==> config.mk <==
export PLATFORM = sky130hd
export DESIGN_NAME = instr_fetch_stage
export DESIGN_NICKNAME = d
export VERILOG_FILES = /design/src/rtl/instr_fetch_stage.sv
export SDC_FILE = /design/constraint.sdc
export NUM_CORES = 1
export LEC_CHECK = 0
export ABC_AREA = 1
export CAP_MARGIN = 10
export CORE_ASPECT_RATIO = 0.7
export CORE_MARGIN = 10
export CORE_UTILIZATION = 45
export CTS_BUF_LIST = sky130_fd_sc_hd__clkbuf_8
export DETAILED_ROUTE_END_ITERATION = 6
export GPL_TIMING_DRIVEN = 0
export PLACE_DENSITY = 0.82
export SKIP_CTS_REPAIR_TIMING = 1
export SKIP_LAST_GASP = 1
export SLEW_MARGIN = 10
export SYNTH_ARGS = -nofsm -noshare
export SYNTH_HDL_FRONTEND = slang
export SYNTH_SLANG_ARGS = --single-unit
==> constraint.sdc <==
create_clock -name clk -period 1.55 [get_ports clk]
set_input_delay 0.2325 -clock clk [delete_from_list [all_inputs] [get_ports clk]]
set_output_delay 0.2325 -clock clk [all_outputs]
set_load 0.01 [all_outputs]
==> src/rtl/instr_fetch_stage.sv <==
// RV32I fetch stage: PC, one-outstanding imem req/gnt/rvalid fetch, IF/ID register and decode field split.
// Latency: id_* valid one cycle after imem_rvalid. Backpressure: no new request while IF/ID is full and not draining.
// Optional perf counters (fetch_count, stall_count) are present only when IFETCH_PERF_CNT_EN is defined.
module instr_fetch_stage #(
    parameter logic [31:0] RESET_PC  = 32'h0000_0000,
    parameter logic [31:0] NOP_INSTR = 32'h0000_0013
) (
    input  logic        clk,
    input  logic        rst_n,
    output logic        imem_req,
    output logic [31:0] imem_addr,
    input  logic        imem_gnt,
    input  logic        imem_rvalid,
    input  logic [31:0] imem_rdata,
    input  logic        branch_taken,
    input  logic [31:0] branch_target,
    input  logic        id_ready,
    output logic        id_valid,
    output logic [31:0] id_instr,
    output logic [31:0] id_pc,
    output logic [6:0]  OP,
    output logic [2:0]  Funct3,
    output logic [6:0]  Funct7
`ifdef IFETCH_PERF_CNT_EN
    ,
    output logic [31:0] fetch_count,
    output logic [31:0] stall_count
`endif
);

    typedef enum logic [2:0] {
        S_IDLE,
        S_REQ,
        S_WAIT,
        S_FULL,
        S_DROP
    } state_t;

    state_t      state_q, state_d;
    logic [31:0] pc_q, pc_d;
    logic        req_q;
    logic        id_valid_q, id_valid_d;
    logic [31:0] id_instr_q, id_instr_d;
    logic [31:0] id_pc_q, id_pc_d;
    logic        load;

    always_comb begin
        state_d    = state_q;
        pc_d       = pc_q;
        id_valid_d = id_valid_q;
        id_instr_d = id_instr_q;
        id_pc_d    = id_pc_q;
        load       = 1'b0;

        if (id_valid_q && id_ready) begin
            id_valid_d = 1'b0;
        end

        case (state_q)
            S_IDLE: state_d = S_REQ;
            S_REQ: begin
                if (imem_gnt) begin
                    state_d = branch_taken ? S_DROP : S_WAIT;
                end
            end
            S_WAIT: begin
                if (imem_rvalid) begin
                    if (branch_taken) begin
                        state_d = S_REQ;
                    end else begin
                        load    = 1'b1;
                        state_d = id_ready ? S_REQ : S_FULL;
                    end
                end else if (branch_taken) begin
                    state_d = S_DROP;
                end
            end
            S_FULL: begin
                if ((id_valid_q && id_ready) || branch_taken) begin
                    state_d = S_REQ;
                end
            end
            // The squashed response retires DROP even if a new redirect lands in the same cycle.
            S_DROP: begin
                if (imem_rvalid) begin
                    state_d = S_REQ;
                end
            end
            default: state_d = S_IDLE;
        endcase

        if (load) begin
            id_valid_d = 1'b1;
            id_instr_d = imem_rdata;
            id_pc_d    = pc_q;
            pc_d       = pc_q + 32'd4;
        end

        // A flush overrides both a load and a same-cycle decode handshake.
        if (branch_taken) begin
            id_valid_d = 1'b0;
            id_instr_d = NOP_INSTR;
            pc_d       = branch_target & ~32'd3;
        end
    end

    always_ff @(posedge clk or negedge rst_n) begin
        if (!rst_n) begin
            state_q    <= S_IDLE;
            pc_q       <= RESET_PC;
            req_q      <= 1'b0;
            id_valid_q <= 1'b0;
            id_instr_q <= NOP_INSTR;
            id_pc_q    <= RESET_PC;
        end else begin
            state_q    <= state_d;
            pc_q       <= pc_d;
            req_q      <= (state_d == S_REQ);
            id_valid_q <= id_valid_d;
            id_instr_q <= id_instr_d;
            id_pc_q    <= id_pc_d;
        end
    end

`ifdef IFETCH_PERF_CNT_EN
    logic [31:0] fetch_count_q, stall_count_q;

    always_ff @(posedge clk or negedge rst_n) begin
        if (!rst_n) begin
            fetch_count_q <= 32'd0;
            stall_count_q <= 32'd0;
        end else begin
            if (id_valid_q && id_ready && !branch_taken) begin
                fetch_count_q <= fetch_count_q + 32'd1;
            end
            if (id_valid_q && !id_ready) begin
                stall_count_q <= stall_count_q + 32'd1;
            end
        end
    end

    assign fetch_count = fetch_count_q;
    assign stall_count = stall_count_q;
`endif

    assign imem_req  = req_q;
    assign imem_addr = pc_q;
    assign id_valid  = id_valid_q;
    assign id_instr  = id_instr_q;
    assign id_pc     = id_pc_q;
    assign OP        = id_instr_q[6:0];
    assign Funct3    = id_instr_q[14:12];
    assign Funct7    = id_instr_q[31:25];

endmodule

==> results of run 1 <==
==> layout make-up <==
type,instances,area (um2),area share (%)
Clock buffer,9,123.9,1.645
Tap cell,132,165.2,2.194
Inverter,59,226.5,3.008
Clock inverter,7,28.78,0.3823
Multi-Input combinational cell,383,2009,26.69
Sequential cell,97,2451,32.56
Timing Repair Buffer,205,2231,29.63
Buffer,43,292.8,3.889
==> critical path, stage by stage, from the launching register on <==
cell and delay [ns]:
dfrtp_1 0.38, buf_4 0.13, ha_4 0.14, nand2_4 0.06, nor2_4 0.18, nand3_4 0.16
nor2_4 0.24, buf_4 0.14, nand3_1 0.06, nand3b_1 0.09
==> state kept, by name, indices dropped and copies added, names as in the netlist <==
signal / count
id_pc: 30
imem_req: 1
id_valid: 1
state_q: 3
id_instr: 32
imem_addr: 30
==> routing by layer <==
metal  vias up  global-route usage [%]  routed length (um)
met5         -                       0                   0
met2       251                   33.32                8361
met1      2429                   27.74                7276
met3        27                   8.181                1863
li1       2306                       -                   -
met4         0                   5.160                 275
==> cell usage after synthesis (3+ instances only) <==
| library cell | n |
|---|---|
| buf_2 | 13 |
| inv_1 | 53 |
| nor3_1 | 4 |
| buf_4 | 25 |
| nand3b_1 | 3 |
| o21ai_1 | 13 |
| clkinv_1 | 3 |
| nand2_1 | 136 |
| a22o_1 | 29 |
| clkbuf_1 | 4 |
| dfrtp_1 | 94 |
| nand4_1 | 6 |
| nor2_4 | 4 |
| o211ai_1 | 4 |
| nand3_1 | 50 |
| dfstp_2 | 3 |
| nor2_1 | 71 |
| a21oi_1 | 9 |
| o21ai_0 | 31 |
| nor2_2 | 3 |
| inv_2 | 3 |
==> stage by stage <==
| stage | util [%] | TNS, ns | cell area, um2 | total power [W] |
|---|---|---|---|---|
| final | 72.42 | -0.3698 | 7528 | 0.007769 |
| after global placement | 65.03 | -336.16 | 6760 | 0.006194 |
| after CTS | 66.74 | -6.990 | 6938 | 0.007704 |
| after detailed placement | 65.27 | -9.631 | 6785 | 0.006282 |
| after floorplan | - | 0 | 4823 | 0.004616 |
| after global routing | 72.42 | -1.281 | 7528 | 0.008215 |
==> cells by family (layout without fill, tap and decap cells) <==
family	after synthesis	in the layout	synth area share, %
AOI/OAI and AO/OA	93	93	12.56
xor gates and xnor gates	3	3	0.5461
adders and majority gates	1	1	0.2600
buffers and inverters	102	323	10.40
DFF	97	97	50.52
other	1	4	0.07793
and+or+nand+nor	282	282	25.64
==> power groups by stage <==
stage,Clock [W],Combinational (W),Sequential [W]
5_1_grt,0.00154,0.00312,0.00355
3_5_place_dp,0,0.00276,0.00352
6_report,0.00143,0.00286,0.00348
4_1_cts,0.00145,0.00278,0.00347
2_1_floorplan,0,0.000926,0.00369
3_3_place_gp,0,0.00270,0.00349
==> worst max path at each step <==
stage	from	endpoint	slack [ns]
6_report	imem_addr[3]$_DFFE_PN0P_	imem_addr[26]$_DFFE_PN0P_	-0.1
5_1_grt	imem_addr[3]$_DFFE_PN0P_	imem_addr[24]$_DFFE_PN0P_	-0.20
3_5_place_dp	imem_addr[2]$_DFFE_PN0P_	imem_addr[28]$_DFFE_PN0P_	-0.20
4_1_cts	id_instr[0]$_DFFE_PN1P_	id_instr[0]	-0.24
3_3_place_gp	rst_n	imem_req$_DFF_PN0_	-3.44
2_1_floorplan	imem_addr[2]$_DFFE_PN0P_	imem_addr[28]$_DFFE_PN0P_	0.06
==> out/summary.txt, run 1 <==
OUTCOME
--------------------------------------------------------------------------------------
Run status .............................................................. complete, but fails checks
Violated checks ......................................................... setup timing

STA
--------------------------------------------------------------------------------------
Number of pins with negative max-slew slack in the final report .........            0
Worst hold margin .......................................................    0.3412 ns
Worst Max-Slew Pin Slew .................................................    0.6964 ns
Crit path setup slack, layout ...........................................  -0.09806 ns
Achievable Freq .........................................................    606.8 MHz
Relative slew margins ...................................................       53.57%
Number of setup violations in the final report ..........................            6
Unrepaired setup endpoints after global routing .........................         true
Final clock skew ........................................................   0.01045 ns
Endpoints failing hold ..................................................            0
Time the worst path needs with I/O delays and setup .....................     1.648 ns
Final worst path period share ...........................................       106.3%

POWER
--------------------------------------------------------------------------------------
Pwr per Cell Area .......................................................  1032 nW/um2
Share of total power consumed by net switching ..........................       34.60%
Switching power .........................................................   0.002688 W
Share of power burned in combinational logic ............................        36.8%
IR drop worst, VDD ......................................................     543.1 uV
Fraction of power consumed by the clock network .........................        18.4%
Total internal power ....................................................   0.005081 W
Sequential Power Share ..................................................        44.8%
Total leakage power .....................................................     4.604 nW

PLACE
--------------------------------------------------------------------------------------
Count of buffers inserted at the top-level ports ........................          177
Placement-stage worst setup slack .......................................   -0.2030 ns
Placed Instances ........................................................          892
Weighted congestion reported at the end of routability-driven placement .       0.9260
DP HPWL .................................................................    12,800 um

GLOBAL ROUTE
--------------------------------------------------------------------------------------
Sum of overflow across all layers after global routing ..................            0
First-pass GRT wire length ..............................................    26,100 um
Number of global-route vias before repair ...............................        4,783
Initial antenna violation count .........................................            0
Largest net degree at the start of global routing .......................           53
Global router's overall resource usage ..................................       21.48%

CTS
--------------------------------------------------------------------------------------
Count of clock tree sinks ...............................................           97
Count of H-tree levels built during CTS .................................            3
Worst-skew pair later-pin latency .......................................      0.37 ns
Clock tree from TritonCTS ...............................................          yes
TritonCTS Buffers .......................................................            9
Register clock-pin slew on the reported worst setup and hold paths ......      0.09 ns
Bufs on Longest Clock Path ..............................................            2
Cell chosen for the clock root ..........................................     clkbuf_8

MIN PATH
--------------------------------------------------------------------------------------
End point of the most critical hold path ................................ id_valid$_DFFE_PN0P_
Cell depth of the worst min-delay path ..................................            4
Class of the tightest hold or removal check .............................       in2reg
Startpoint of the lowest-slack hold path ................................ branch_taken

LOGIC SYNTHESIS
--------------------------------------------------------------------------------------
Synth unique cells ......................................................           35
Synthesized instance count ..............................................          579
Synthesized area ........................................................     4812 um2
Number of enable flip-flop cells after synthesis ........................            0
Proportion of netlist area held by the largest area contributor .........       48.88%
Yosys warning count .....................................................            0
Number of register bits inferred by synthesis ...........................           97
Cells taking the most area after synthesis .............................. dfrtp_1 49%, nand2_1 11%, nor2_1 5.5%
Post-synth ARST share ...................................................       100.0%
Cell type contributing the most total cell area after synthesis .........      dfrtp_1
Post-synthesis average cell area ........................................    8.311 um2
Ys flop type ............................................................      dfrtp_1
Sequential cell area fraction in the yosys report .......................       50.52%

DRT
--------------------------------------------------------------------------------------
Number of optimization iterations in the first detailed-route pass ......            5
Detailed-route wire length per cell .....................................     19.01 um
Drc violations ..........................................................            0
Vias per cell ...........................................................        5.361
Number of vias after detailed routing ...................................        5,013
Total Routed Length .....................................................    17,780 um
Residual antenna-violating net count after detailed routing .............            0
Detailed Route Iter0 Violations .........................................          355

CELLS AND AREA
--------------------------------------------------------------------------------------
Most frequent standard cell in the layout excluding fill and tap cells ..      nand2_1
Final Instance Count excl. Fillers ......................................          935
Layout cells sized above 1 ..............................................       15.82%
Nets@finish .............................................................          869
Antenna diode count .....................................................            0
Number of inserted filler cells in the final layout .....................          794
Area growth from synthesis to layout ....................................       56.45%
Commonest non-fill, non-tap cells in the layout ......................... 133 x nand2_1, 90 x dlymetal6s2s_1, 86 x clkdlybuf4s50_1

SETUP PATH
--------------------------------------------------------------------------------------
Register-to-Register Setup Slack ........................................      -0.1 ns
Destination of the worst register-to-register timing path ............... imem_addr[26]$_DFFE_PN0P_
Critical Path Sink Type .................................................    flip-flop
Type of element launching the critical path .............................    flip-flop
Path type of the worst setup path .......................................      reg2reg
Arrival time of the worst setup path ....................................      1.95 ns
Largest driver fanout on the critical path ..............................            7
Length in cells of the worst reg-to-reg path ............................            9
Req. time, crit path ....................................................      1.85 ns
Crit Reg-Reg Startpoint ................................................. imem_addr[3]$_DFFE_PN0P_

JOB
--------------------------------------------------------------------------------------
Number of max-cap violations ............................................            0

FLOORPLANNING
--------------------------------------------------------------------------------------
Chip width ..............................................................     143.6 um
Core area ...............................................................   10,400 um2
Boundary Pins ...........................................................          185
Cell Rows ...............................................................           31
Die outline area ........................................................   15,300 um2
Starting utilization of the core area ...................................       46.29%
Chip Height .............................................................     106.5 um

Power figures use the tool's default switching activity.
==> inputs of run 2 (changes only) <==
--- a/config.mk
+++ b/config.mk
@@ -9,11 +9,11 @@
 export CAP_MARGIN = 10
 export CORE_ASPECT_RATIO = 0.7
 export CORE_MARGIN = 10
-export CORE_UTILIZATION = 45
+export CORE_UTILIZATION = 46
 export CTS_BUF_LIST = sky130_fd_sc_hd__clkbuf_8
 export DETAILED_ROUTE_END_ITERATION = 6
 export GPL_TIMING_DRIVEN = 0
-export PLACE_DENSITY = 0.82
+export PLACE_DENSITY = 0.83
 export SKIP_CTS_REPAIR_TIMING = 1
 export SKIP_LAST_GASP = 1
 export SLEW_MARGIN = 10
==> run 2 against run 1 <==
- the run still ends with setup timing left
- die area fell by 1.8%
- utilization up 2.0 points
- largest power group unchanged
- first-iteration DRC count up 12%
- register-to-register slack worse by 0.02 ns
- cell count grew 0.11%
- sequential power is essentially flat
- clock skew shrank 0.0014 ns
- sequential cell count unchanged
- count of clock-buffer cells in the layout increased by 1
- non-clock buffer count rose by 1
- sequential share of layout area shrank 0.45 points
==> out/summary.txt, run 2 (synthesis results as in run 1) <==
FLOORPLANNING
--------------------------------------------------------------------------------------
Chip width ..............................................................     142.2 um   -0.94%
Die outline area ........................................................   15,020 um2   -1.8%
Cell Rows ...............................................................           31   unchanged
Core area ...............................................................   10,280 um2   -1.1%
Chip Height .............................................................     105.6 um   -0.89%
Starting utilization of the core area ...................................       46.82%   +0.52 points
Boundary Pins ...........................................................          185   unchanged

DRT
--------------------------------------------------------------------------------------
Number of vias after detailed routing ...................................        4,981   -0.64%
Total Routed Length .....................................................    17,650 um   -0.70%
Residual antenna-violating net count after detailed routing .............            0   unchanged
Number of optimization iterations in the first detailed-route pass ......            5   unchanged
Drc violations ..........................................................            0   unchanged
Vias per cell ...........................................................        5.322   -0.74%
Detailed-route wire length per cell .....................................     18.86 um   -0.81%
Detailed Route Iter0 Violations .........................................          396   +12%

SETUP PATH
--------------------------------------------------------------------------------------
Crit Reg-Reg Startpoint ................................................. imem_addr[3]$_DFFE_PN0P_
Critical Path Sink Type .................................................    flip-flop
Type of element launching the critical path .............................    flip-flop
Path type of the worst setup path .......................................      reg2reg
Req. time, crit path ....................................................      1.82 ns   -0.03 ns
Register-to-Register Setup Slack ........................................     -0.11 ns   -0.02 ns
Length in cells of the worst reg-to-reg path ............................            8   -1
Arrival time of the worst setup path ....................................      1.93 ns   -0.02 ns
Largest driver fanout on the critical path ..............................            7   unchanged
Destination of the worst register-to-register timing path ............... imem_addr[24]$_DFFE_PN0P_

STA
--------------------------------------------------------------------------------------
Worst Max-Slew Pin Slew .................................................    0.5899 ns   -0.1065 ns
Relative slew margins ...................................................       60.67%   +7.1 points
Crit path setup slack, layout ...........................................   -0.1149 ns   -0.01687 ns
Final clock skew ........................................................  0.009058 ns   -0.001393 ns
Number of pins with negative max-slew slack in the final report .........            0   unchanged
Final worst path period share ...........................................       107.4%   +1.1 points
Achievable Freq .........................................................    600.6 MHz   -1.0%
Unrepaired setup endpoints after global routing .........................         true
Worst hold margin .......................................................    0.3275 ns   -0.01371 ns
Endpoints failing hold ..................................................            0   unchanged
Time the worst path needs with I/O delays and setup .....................     1.665 ns   +0.01687 ns
Number of setup violations in the final report ..........................            6   unchanged

PLACE
--------------------------------------------------------------------------------------
Count of buffers inserted at the top-level ports ........................          177   unchanged
DP HPWL .................................................................    12,800 um   about the same
Weighted congestion reported at the end of routability-driven placement .       0.9004   -2.8%

CTS
--------------------------------------------------------------------------------------
Count of H-tree levels built during CTS .................................            3   unchanged
Register clock-pin slew on the reported worst setup and hold paths ......      0.09 ns   about the same
Bufs on Longest Clock Path ..............................................            2   unchanged
Cell chosen for the clock root ..........................................     clkbuf_8
Count of clock tree sinks ...............................................           97   unchanged
TritonCTS Buffers .......................................................            9   unchanged
Worst-skew pair later-pin latency .......................................      0.38 ns   about the same
Clock tree from TritonCTS ...............................................          yes

OUTCOME
--------------------------------------------------------------------------------------
Violated checks ......................................................... setup timing
Run status .............................................................. complete, but fails checks

POWER
--------------------------------------------------------------------------------------
IR drop worst, VDD ......................................................     699.0 uV   +29%
Overall power of the completed layout ...................................   0.008359 W   +7.6%
Total leakage power .....................................................     4.667 nW   +1.4%
Pwr per Cell Area .......................................................  1093 nW/um2   +6.0%

GLOBAL ROUTE
--------------------------------------------------------------------------------------
Number of global-route vias before repair ...............................        5,029   +5.1%
Sum of overflow across all layers after global routing ..................            0   unchanged
Global router's overall resource usage ..................................       22.10%   +0.62 points
Initial antenna violation count .........................................            0   unchanged
First-pass GRT wire length ..............................................    26,680 um   +2.2%
Largest net degree at the start of global routing .......................           56   +5.7%

CELLS AND AREA
--------------------------------------------------------------------------------------
Antenna diode count .....................................................            0   unchanged
Nets@finish .............................................................          870   +0.12%
Commonest non-fill, non-tap cells in the layout ......................... 134 x nand2_1, 93 x dlymetal6s2s_1, 83 x clkdlybuf4s50_1
Most frequent standard cell in the layout excluding fill and tap cells ..      nand2_1
Number of inserted filler cells in the final layout .....................          739   -6.9%
Footprint of the multi-input gates ......................................     2026 um2   +0.81%
Storage element area ....................................................     2455 um2   +0.15%
Flip-flop count of the largest register after layout ....................           32   unchanged
Layout cells sized above 1 ..............................................       16.67%   +0.85 points
Area growth from synthesis to layout ....................................       58.87%

MIN PATH
--------------------------------------------------------------------------------------
End point of the most critical hold path ................................ id_valid$_DFFE_PN0P_
Startpoint of the lowest-slack hold path ................................ branch_taken
Cell depth of the worst min-delay path ..................................            4   unchanged
Class of the tightest hold or removal check .............................       in2reg

JOB
--------------------------------------------------------------------------------------
Number of max-cap violations ............................................            0   unchanged

-- run 2: cell type report --
class                   instances  area share [%]
plain buffers                  43           3.781
clock buffers                  10           1.800
clock inverters                 6           1.391
inverters                      59           2.930
multi-input cells             383           26.50
flip-flops and latches         97           32.11
well taps                     132           2.160
repair buffers                206           29.33
-- run 2: report_power, final --
group / leakage [nW] / switching, W / internal (W)
clock network: 0.124 / 0.000909 / 0.00111
logic: 3.31 / 0.00138 / 0.00147
registers: 1.23 / 0.000422 / 0.00307
total: 4.67 / 0.00272 / 0.00564
-- run 2: metrics by stage --
step | worst slack (ns) | std cells | area (um2) | setup TNS (ns) | util [%]
after detailed placement | -0.3125 | 892 | 6785 | -8.349 | 66.01
after global routing | -0.1988 | 936 | 7645 | -1.579 | 74.38
after CTS | -0.3420 | 908 | 7029 | -8.340 | 68.39
final | -0.1149 | 936 | 7645 | -0.4223 | 74.38
after global placement | -3.413 | 891 | 6760 | -333.40 | 65.77
after floorplan | 0.05674 | 582 | 4823 | 0 | -
-- run 2: worst max path at each step --
| stage | start | endpoint | cells past startpoint |
|---|---|---|---|
| floorplan | imem_addr[2]$_DFFE_PN0P_ | imem_addr[28]$_DFFE_PN0P_ | 8 |
| global placement | rst_n | imem_req$_DFF_PN0_ | 1 |
| detailed placement | imem_addr[2]$_DFFE_PN0P_ | imem_addr[28]$_DFFE_PN0P_ | 8 |
| CTS | imem_addr[2]$_DFFE_PN0P_ | imem_addr[28]$_DFFE_PN0P_ | 8 |
| global route | imem_addr[3]$_DFFE_PN0P_ | imem_addr[26]$_DFFE_PN0P_ | 8 |
| finish | imem_addr[3]$_DFFE_PN0P_ | imem_addr[24]$_DFFE_PN0P_ | 8 |
-- run 2: layer usage --
layer | global-route usage [%] | routed length (um) | vias to the layer above
met3 | 8.117 | 1666 | 28
met4 | 7.278 | 253 | 0
li1 | - | - | 2314
met2 | 35.04 | 8583 | 226
met5 | 0 | 0 | -
met1 | 27.32 | 7149 | 2413
-- run 2: critical path: stages, from the launching register on --
cell     delay, ns
dfrtp_1       0.43
ha_4          0.18
nand2_4       0.06
nor2_4        0.21
nand3_4       0.18
nor2_4        0.26
nand2_1       0.09
nand3_1       0.07
nand3_1       0.07
==> inputs of run 3 (changes only) <==
--- a/config.mk
+++ b/config.mk
@@ -8,7 +8,6 @@
 export ABC_AREA = 1
 export CAP_MARGIN = 10
 export CORE_ASPECT_RATIO = 0.7
-export CORE_MARGIN = 10
 export CORE_UTILIZATION = 46
 export CTS_BUF_LIST = sky130_fd_sc_hd__clkbuf_8
 export DETAILED_ROUTE_END_ITERATION = 6
==> run 3 against run 2 <==
- combinational power is essentially flat
- sequential cell count is the same
- critical endpoint unchanged
- die area shrank 28%
- highest routed layer unchanged
- count of clock-buffer cells in the layout shrank 1
- non-clock buffer count grew 1
- sequential power is essentially flat
- the run still ends with setup timing left
- critical path type unchanged
- fmax grew 1.5%
- cell count shrank 0.32%
- wire length shrank 8.8%
==> out/summary.txt, run 3 (synthesis results as in run 1) <==
CTS
--------------------------------------------------------------------------------------
Count of H-tree levels built during CTS .................................            3   unchanged
Cell chosen for the clock root ..........................................     clkbuf_8
Register clock-pin slew on the reported worst setup and hold paths ......      0.09 ns   about the same
Clock tree from TritonCTS ...............................................          yes
Count of clock tree sinks ...............................................           97   unchanged
TritonCTS Buffers .......................................................            9   unchanged
Worst-skew pair later-pin latency .......................................      0.37 ns   about the same
Bufs on Longest Clock Path ..............................................            2   unchanged

GLOBAL ROUTE
--------------------------------------------------------------------------------------
First-pass GRT wire length ..............................................    24,140 um   -9.5%
Global router's overall resource usage ..................................       28.33%   +6.2 points
Largest net degree at the start of global routing .......................           62   +11%
Initial antenna violation count .........................................            0   unchanged
Number of global-route vias before repair ...............................        4,696   -6.6%
Sum of overflow across all layers after global routing ..................            0   unchanged

STA
--------------------------------------------------------------------------------------
Number of setup violations in the final report ..........................            9   +3
Final worst path period share ...........................................       105.8%   -1.6 points
Relative slew margins ...................................................       46.38%   -14 points
Number of pins with negative max-slew slack in the final report .........            0   unchanged
Worst Max-Slew Pin Slew .................................................    0.8043 ns   +0.2144 ns
Time the worst path needs with I/O delays and setup .....................     1.640 ns   -0.02497 ns
Crit path setup slack, layout ...........................................  -0.08996 ns   +0.02497 ns
Achievable Freq .........................................................    609.8 MHz   +1.5%
Worst hold margin .......................................................    0.3363 ns   +0.008809 ns
Endpoints failing hold ..................................................            0   unchanged
Unrepaired setup endpoints after global routing .........................         true
Final clock skew ........................................................  0.009633 ns   +0.0005751 ns

CELLS AND AREA
--------------------------------------------------------------------------------------
Layout cells sized above 1 ..............................................       17.27%   +0.60 points
Flip-flop count of the largest register after layout ....................           32   unchanged
Antenna diode count .....................................................            0   unchanged
Nets@finish .............................................................          871   +0.11%
Footprint of the multi-input gates ......................................     2002 um2   -1.2%
Most frequent standard cell in the layout excluding fill and tap cells ..      nand2_1
Final core area utilization .............................................       75.88%   +1.5 points
Commonest non-fill, non-tap cells in the layout ......................... 135 x nand2_1, 99 x clkdlybuf4s50_1, 77 x dlymetal6s2s_1
Storage element area ....................................................     2460 um2   +0.20%
Number of inserted filler cells in the final layout .....................          706   -4.5%
Final Instance Count excl. Fillers ......................................          933   -0.32%
Area growth from synthesis to layout ....................................       56.27%

SETUP PATH
--------------------------------------------------------------------------------------
Register-to-Register Setup Slack ........................................     -0.09 ns   +0.02 ns
Arrival time of the worst setup path ....................................      1.90 ns   -0.03 ns
Path type of the worst setup path .......................................      reg2reg
Crit Reg-Reg Startpoint ................................................. imem_addr[3]$_DFFE_PN0P_
Destination of the worst register-to-register timing path ............... imem_addr[24]$_DFFE_PN0P_
Type of element launching the critical path .............................    flip-flop
Length in cells of the worst reg-to-reg path ............................            8   unchanged
Largest driver fanout on the critical path ..............................            7   unchanged
Critical Path Sink Type .................................................    flip-flop
Req. time, crit path ....................................................      1.81 ns   about the same

PLACE
--------------------------------------------------------------------------------------
Placed Instances ........................................................          888   -0.45%
Count of buffers inserted at the top-level ports ........................          177   unchanged
Weighted congestion reported at the end of routability-driven placement .       0.9084   +0.89%
DP HPWL .................................................................    11,260 um   -12%

OUTCOME
--------------------------------------------------------------------------------------
Run status .............................................................. complete, but fails checks
Violated checks ......................................................... setup timing

MIN PATH
--------------------------------------------------------------------------------------
Class of the tightest hold or removal check .............................       in2reg
Startpoint of the lowest-slack hold path ................................ branch_taken
End point of the most critical hold path ................................ id_valid$_DFFE_PN0P_
Cell depth of the worst min-delay path ..................................            4   unchanged

DRT
--------------------------------------------------------------------------------------
Residual antenna-violating net count after detailed routing .............            0   unchanged
Drc violations ..........................................................            0   unchanged
Number of vias after detailed routing ...................................        5,020   +0.78%
Total Routed Length .....................................................    16,090 um   -8.8%
Vias per cell ...........................................................        5.380   +1.1%
Detailed-route wire length per cell .....................................     17.25 um   -8.5%
Detailed Route Iter0 Violations .........................................          551   +39%
Number of optimization iterations in the first detailed-route pass ......            5   unchanged

FLOORPLANNING
--------------------------------------------------------------------------------------
Core area ...............................................................     9910 um2   -3.6%
Cell Rows ...............................................................           30   -3.2%
Starting utilization of the core area ...................................       48.56%   +1.7 points
Chip width ..............................................................     124.2 um   -13%
Die outline area ........................................................   10,880 um2   -28%
Boundary Pins ...........................................................          185   unchanged
Chip Height .............................................................     87.58 um   -17%

POWER
--------------------------------------------------------------------------------------
Total leakage power .....................................................     4.397 nW   -5.8%
Pwr per Cell Area .......................................................  1056 nW/um2   -3.5%
IR drop worst, VDD ......................................................     732.6 uV   +4.8%

JOB
--------------------------------------------------------------------------------------
Number of max-cap violations ............................................            0   unchanged

-- run 3: cell types whose count changed in the layout (fill, tap and decap cells not counted), sizes merged --
cell,delta
buf,+2
bufinv,-2
clkbuf,-2
clkdlybuf4s50,+16
clkinv,+2
clkinvlp,-1
dlymetal6s2s,-16
inv,+2
-- run 3: power by group --
| part | internal, W | total, W | switching [W] | leakage (nW) |
|---|---|---|---|---|
| combinational | 0.00150 | 0.00284 | 0.00134 | 3.07 |
| sequential | 0.00307 | 0.00349 | 0.000423 | 1.22 |
| clock | 0.000722 | 0.00160 | 0.000882 | 0.107 |
| total | 0.00529 | 0.00794 | 0.00265 | 4.40 |
-- run 3: area by class of cell --
class                      count  share of cell area (%)
tap                          128                   2.130
timing repair buffer         207                   29.33
clock buffer                   9                   1.647
sequential                    97                   32.71
clock inverter                 7                  0.7488
multi-input combinational    383                   26.62
buffer                        43                   3.827
inverter                      59                   2.978
-- run 3: metrics by stage --
step	instance area (um2)	setup slack, ns	TNS [ns]	total power [W]
2_1_floorplan	4823	0.05674	0	0.004616
3_3_place_gp	6755	-3.347	-329.56	0.006127
3_5_place_dp	6773	-0.1954	-12.71	0.006231
4_1_cts	6953	-0.2411	-6.123	0.007819
5_1_grt	7520	-0.2041	-1.730	0.008361
6_report	7520	-0.08996	-0.5626	0.007937
-- run 3: metal layers --
layer	part of all wire (%)	GRT usage, %	vias to the layer above
met5	0	0	-
met4	1.7	8.762	0
met3	9.0	7.025	28
met2	47	44.85	268
met1	42	38.84	2417
li1	-	-	2307
-- run 3: worst max-delay path, cell delays in order, from the launching register on --
cell     delay, ns
dfrtp_1       0.40
ha_2          0.20
nand2_2       0.08
nor2_4        0.20
nand3_4       0.16
nor2_4        0.26
nand2_1       0.07
nand3_1       0.08
nand3_1       0.07
-- run 3: worst max-delay path by stage --
stage / from / end / slack, ns
floorplan: imem_addr[2]$_DFFE_PN0P_ / imem_addr[28]$_DFFE_PN0P_ / 0.06
CTS: imem_addr[2]$_DFFE_PN0P_ / imem_addr[28]$_DFFE_PN0P_ / -0.24
global route: imem_addr[3]$_DFFE_PN0P_ / imem_addr[24]$_DFFE_PN0P_ / -0.20
global placement: rst_n / id_pc[10]$_DFFE_PN0P_ / -3.35
finish: imem_addr[3]$_DFFE_PN0P_ / imem_addr[24]$_DFFE_PN0P_ / -0.09
detailed placement: imem_addr[2]$_DFFE_PN0P_ / imem_addr[28]$_DFFE_PN0P_ / -0.20
